===== src/rtl/module_display_7seg.sv =====
`default_nettype none
// ============================================================================
// Module      : module_display_7seg
// Description : Sequential double-dabble binary-to-BCD converter driving a
//               4-digit multiplexed common-anode 7-segment display.
// Revision    : 1.0 - initial release
// ============================================================================
module module_display_7seg #(
  parameter int WIDTH       = 14,
  parameter int REFRESH_DIV = 27000
) (
  input  logic             clk,
  input  logic             rst,
  input  logic             val,
  input  logic [WIDTH-1:0] bin,
  output logic             busy,
  output logic [6:0]       seg,
  output logic [3:0]       an
);

  localparam logic [0:0] S_IDLE = 1'b0;
  localparam logic [0:0] S_CONV = 1'b1;
  localparam int         IW     = $clog2(WIDTH + 1);
  localparam int         RW     = $clog2(REFRESH_DIV);

  logic [0:0]       state_q, state_d;
  logic [WIDTH-1:0] shift_q, shift_d;
  logic [15:0]      bcd_q, bcd_d;
  logic [IW-1:0]    iter_q, iter_d;
  logic             ovf_pend_q, ovf_pend_d;
  logic             ovf_q, ovf_d;
  logic [15:0]      disp_q, disp_d;
  logic [RW-1:0]    rcnt_q, rcnt_d;
  logic [1:0]       scan_q, scan_d;

  logic [15:0]      bcd_adj;
  logic [15:0]      bcd_shf;
  logic [WIDTH-1:0] shift_shf;
  logic             last_iter;
  logic             load;

  for (genvar i = 0; i < 4; i++) begin : g_adj
    assign bcd_adj[4*i +: 4] = (bcd_q[4*i +: 4] >= 4'd5) ? bcd_q[4*i +: 4] + 4'd3
                                                          : bcd_q[4*i +: 4];
  end

  assign bcd_shf   = {bcd_adj[14:0], shift_q[WIDTH-1]};
  assign shift_shf = {shift_q[WIDTH-2:0], 1'b0};
  assign last_iter = (iter_q == IW'(WIDTH - 1));
  assign load      = (state_q == S_IDLE) && val;

  always_ff @(posedge clk or negedge rst) begin
    if (!rst) state_q <= S_IDLE;
    else      state_q <= state_d;
  end

  always_comb begin
    state_d = state_q;
    case (state_q)
      S_IDLE:  if (val) state_d = S_CONV;
      S_CONV:  if (last_iter) state_d = S_IDLE;
      default: state_d = S_IDLE;
    endcase
  end

  always_comb begin
    busy = (state_q == S_CONV);
  end

  always_comb begin
    shift_d    = shift_q;
    bcd_d      = bcd_q;
    iter_d     = iter_q;
    ovf_pend_d = ovf_pend_q;
    ovf_d      = ovf_q;
    disp_d     = disp_q;
    if (load) begin
      shift_d    = bin;
      bcd_d      = '0;
      iter_d     = '0;
      ovf_pend_d = ({{(32-WIDTH){1'b0}}, bin} > 32'd9999);
    end else if (state_q == S_CONV) begin
      shift_d = shift_shf;
      bcd_d   = bcd_shf;
      iter_d  = iter_q + IW'(1);
      // Display only changes once the full result is ready
      if (last_iter) begin
        disp_d = bcd_shf;
        ovf_d  = ovf_pend_q;
      end
    end
  end

  always_comb begin
    rcnt_d = rcnt_q + RW'(1);
    scan_d = scan_q;
    if (rcnt_q == RW'(REFRESH_DIV - 1)) begin
      rcnt_d = '0;
      scan_d = scan_q + 2'd1;
    end
  end

  always_ff @(posedge clk or negedge rst) begin
    if (!rst) begin
      shift_q    <= '0;
      bcd_q      <= '0;
      iter_q     <= '0;
      ovf_pend_q <= 1'b0;
      ovf_q      <= 1'b0;
      disp_q     <= '0;
      rcnt_q     <= '0;
      scan_q     <= '0;
    end else begin
      shift_q    <= shift_d;
      bcd_q      <= bcd_d;
      iter_q     <= iter_d;
      ovf_pend_q <= ovf_pend_d;
      ovf_q      <= ovf_d;
      disp_q     <= disp_d;
      rcnt_q     <= rcnt_d;
      scan_q     <= scan_d;
    end
  end

  logic [3:0] digit;
  logic       blank;
  logic [6:0] glyph;

  assign digit = disp_q[{scan_q, 2'b00} +: 4];

  // A digit is blank when it and every more significant digit are zero
  always_comb begin
    blank = 1'b0;
    case (scan_q)
      2'd1:    blank = (disp_q[15:4]  == 12'd0);
      2'd2:    blank = (disp_q[15:8]  == 8'd0);
      2'd3:    blank = (disp_q[15:12] == 4'd0);
      default: blank = 1'b0;
    endcase
  end

  always_comb begin
    case (digit)
      4'd0:    glyph = 7'b1000000;
      4'd1:    glyph = 7'b1111001;
      4'd2:    glyph = 7'b0100100;
      4'd3:    glyph = 7'b0110000;
      4'd4:    glyph = 7'b0011001;
      4'd5:    glyph = 7'b0010010;
      4'd6:    glyph = 7'b0000010;
      4'd7:    glyph = 7'b1111000;
      4'd8:    glyph = 7'b0000000;
      4'd9:    glyph = 7'b0010000;
      default: glyph = 7'b1111111;
    endcase
  end

  always_comb begin
    if (ovf_q)      seg = 7'b0111111;
    else if (blank) seg = 7'b1111111;
    else            seg = glyph;
    an = ~(4'b0001 << scan_q);
  end

endmodule
`default_nettype wire


===== config.mk =====
export PLATFORM = sky130hd
export DESIGN_NAME = module_display_7seg
export DESIGN_NICKNAME = d
export VERILOG_FILES = /design/src/rtl/module_display_7seg.sv
export SDC_FILE = /design/constraint.sdc
export NUM_CORES = 1
export LEC_CHECK = 0
export ABC_AREA = 1
export BUFFER_PORTS_ARGS = -buffer_cell sky130_fd_sc_hd__buf_2
export CAP_MARGIN = 20
export CORE_MARGIN = 5
export CORE_UTILIZATION = 60
export CTS_CLUSTER_DIAMETER = 150
export DETAILED_ROUTE_END_ITERATION = 10
export PLACE_DENSITY = 0.92
export SYNTH_ARGS = -nofsm -noshare
export SYNTH_HDL_FRONTEND = slang
export SYNTH_SLANG_ARGS = --single-unit

===== constraint.sdc =====
create_clock -name clk -period 2.8 [get_ports clk]
set_clock_uncertainty 0.2 [all_clocks]
set_input_delay 0.56 -clock clk [delete_from_list [all_inputs] [get_ports clk]]
set_output_delay 0.56 -clock clk [all_outputs]
set_load 0.02 [all_outputs]

==> results.txt <==
----------------------------------------------------
[Timing]
  Total negative slack ... 0 ns
  Min Clock Period, post-route ... 2.80 ns
  Final hold vios ... 0
  Slew @ Worst Pin ... 0.750 ns
  Slew margin rel. ... 49.9%
  Total count of max-transition violations in the final report ... 0
  Final number of setup-violating endpoints ... 0
  RSZ-0062 raised after global routing ... true
  Min Hold Slack ... 0.0165 ns
  Maximum clock rate ... 358 MHz
  Tcrit/Tclk final ... 99.9%

[Placed design]
  Port Buf Inserts ... 28
  Placed wire-length estimate after detailed placement ... 5.60 mm
  Routability Congestion ... 0.937

[Synth]
  Count of flip-flops with a built-in enable after synthesis ... 0
  Number of storage elements in the synthesis netlist ... 70
  Cell types with the highest counts after synthesis ... nand2_1, dfrtp_1, inv_1
  Post-Synthesis Net Count ... 499
  Share of the synthesized area in the top cell type ... between 40% and 50%
  Syn. warnings ... 0
  Combined area of all synthesized cells ... 3780 sq um
  Top post-synthesis cells by area ... dfrtp_1, nand2_1, ha_1
  Number of distinct library cell variants in the gate-level netlist after synthesis ... 33
  Per-instance average area after synthesis ... between 8 and 9 sq um
  Top cell type by total area after synthesis ... dfrtp_1
  Gate count after technology mapping ... 461
  Portion of the post-synthesis area used by sequential elements ... approximately 46%
  Most used flip-flop cell after synthesis ... dfrtp_1
  Most common cell in the synthesized netlist ... nand2_1
  Fraction of synthesis flops using an asynchronous set or reset pin ... 100%

[Global routing]
  Global-route wire length before repair ... 13.7 mm
  Largest net degree at the start of global routing ... 71
  Congestion Overflow GR ... 0
  Overall fraction of global-route tracks in use ... approximately 22%
  Initial antenna violation count ... 0
  Number of global-route vias before repair ... 3,112

[Die]
  Effective utilization at floorplan ... 60.6%
  Die area ... 7990 sq um
  Placeable Area ... 6240 sq um
  Horiz. Die Dim ... 89.4 um
  Row count ... 29
  I/O pin count ... 29
  Die boundary height ... about 89 um

[Flow run]
  Max cap viols ... 0

[Setup path]
  Type of the worst setup path ... reg -> out
  Critical Path End Type ... output port
  Required arrival time at the worst endpoint ... 2.04 ns
  Cell family with most CP delay ... simple AND/OR/NAND/NOR gates
  Critical path's slowest cell ... dfrtp_2
  Buffer and inverter count on the worst path ... 3
  CP peak stage delay ... roughly 0.46 ns
  Cells along the critical path ... clkinv_4, buf_6, ha_4, nor3_2, nor3b_2, nand2_2, nand2_2, nor2_4, nand2_1, buf_6
  Worst Setup Start Kind ... register
  Data arrival time of the critical path ... 2.04 ns
  Maximum fanout count along the critical path ... 7

[Clock tree]
  TritonCTS buffer count ... 9
  Clock tree buffer depth ... 2
  Post-CTS Hold Fix Bufs ... 0
  Total clock sinks ... 70
  Clock tree from TritonCTS ... done
  Root buffer selected by CTS ... clkbuf_8
  Clock latency on the worst-skew pair ... 0.35 ns
  Register clock-pin slew on the reported worst setup and hold paths ... 0.07 ns
  H-Tree Level Count ... 3

[Power]
  Worst-case vdd ir drop ... between 0.7 and 0.8 mV
  Ratio of total power to cell area ... 1010 nW/um^2
  Leak Pwr ... 0.00221 uW

[Routing]
  First-pass iteration count of the detailed router ... 5
  Violation count after the first detailed-route iteration ... 254
  Drt wl/cell ... 14.5 um
  Via/cell ratio ... 5.68
  Number of vias in the routed layout ... between 3,000 and 4,000
  Post-route antenna net violation count ... 0
  Remaining design rule violation count ... 0
  Total length of routed wires ... 8.48 mm

[Min path]
  Class of the worst hold path ... in -> async

[Layout]
  Final Core Density ... 70.0%
  Net count, final ... 542
  Fraction of final layout cells sized beyond drive strength 1 ... between 10% and 20%
  Area Growth Syn to Fin ... 15.5%
  Antenna Diode Count ... 0

[Outcome]
  Run status ... finished clean

----------------------------------------------------
[where the power goes]
part	total (uW)	switching [uW]	internal [uW]	leakage [uW]
registers	1620	257	1360	0.000889
clock network	723	378	345	0.0000857
logic	2070	1270	806	0.00124
total	4420	1900	2510	0.00221
[path summary, 6_finish.rpt]
path	slack (ns)	cells past startpoint	endpoint	start
worst max-delay path	0.004	10	seg[1]	scan_q[0]$_DFFE_PN0N_
worst min-delay path	0.02	2	shift_q[7]$_DFFE_PN0P_	rst
worst max register to register	0.78	4	shift_q[1]$_DFFE_PN0P_	busy$_DFF_PN0_
worst min register to register	0.26	1	rcnt_q[0]$_DFF_PN0_	rcnt_q[0]$_DFF_PN0_
max in group asynchronous	2.07	2	scan_q[0]$_DFFE_PN0N_	rst
min in group clk	0.22	3	shift_q[2]$_DFFE_PN0P_	bin[2]
[metrics by stage]
stage	area [sq um]	power, uW	setup WS, ns	cells
CTS	4210	4210	0.0120	577
global placement	4020	3330	0.255	560
finish	4370	4420	0.00381	586
detailed placement	4020	3470	0.154	560
global route	4370	4770	-0.127	586
floorplan	3780	2950	0.441	461
[area by class of cell]
| class | instances | area, sq um |
|---|---|---|
| flip-flops and latches | 70 | 1750 |
| repair buffers | 43 | 304 |
| clock buffers | 11 | 141 |
| clock inverters | 5 | 33.8 |
| inverters | 63 | 243 |
| well taps | 77 | 96.3 |
| fillers | 424 | 1870 |
| multi-input cells | 317 | 1800 |
[cell families (layout without fill, tap and decap cells)]
family                     count (synthesis)  count (layout)  synth area share [%]
AOI/OAI and AO/OA                         76              76                  11.6
xor gates and xnor gates                  13              13                  3.01
adders and majority gates                 21              21                  6.95
buffers and inverters                     74             122                  7.61
DFF                                       70              70                  46.3
muxes                                      1               1                 0.595
and+or+nand+nor                          206             206                  23.9
[routing by layer]
metal	up-vias	wire length, um	global-route usage, %	share of wire, %
li1	1598	-	-	-
met1	1578	3600	28.9	42
met2	135	4200	35.5	49
met3	16	538	4.88	6.3
met4	0	144	9.47	1.7
met5	-	0	0	0
[state kept, by name, indices dropped and copies added (netlist names)]
| signal | cells |
|---|---|
| ovf_q | 1 |
| bcd_q | 16 |
| iter_q | 4 |
| scan_q | 2 |
| shift_q | 14 |
| disp_q | 16 |
| ovf_pend_q | 1 |
| rcnt_q | 15 |
| busy | 1 |
[cell usage in the layout, fill, tap and decap left out, types with 2 or more instances in the layout]
cell type / n
nand3_1: 23
nor2_4: 2
nand2_1: 119
o21ai_0: 14
dfrtp_1: 69
clkbuf_8: 10
nor2_1: 23
ha_1: 18
nand4_1: 7
a22oi_1: 3
a21oi_1: 10
clkinvlp_4: 2
nand3b_1: 2
nor3_1: 5
ha_2: 2
nand2_2: 12
buf_6: 7
o211ai_1: 7
inv_1: 55
clkinv_2: 3
buf_2: 23
xor2_1: 12
or2_1: 4
o22ai_1: 17
buf_4: 12
inv_2: 6
nor4_1: 3
o21ai_1: 20
o221ai_1: 3
nand3_2: 3
[what timing repair did]
action,CTS,global route
buffers inserted,1,9
resized for setup,2,33
pin swaps,0,10
setup endpoints to repair,7,6
hold endpoints to repair,0,0
Note: power is estimated with default switching activity, not from simulation.
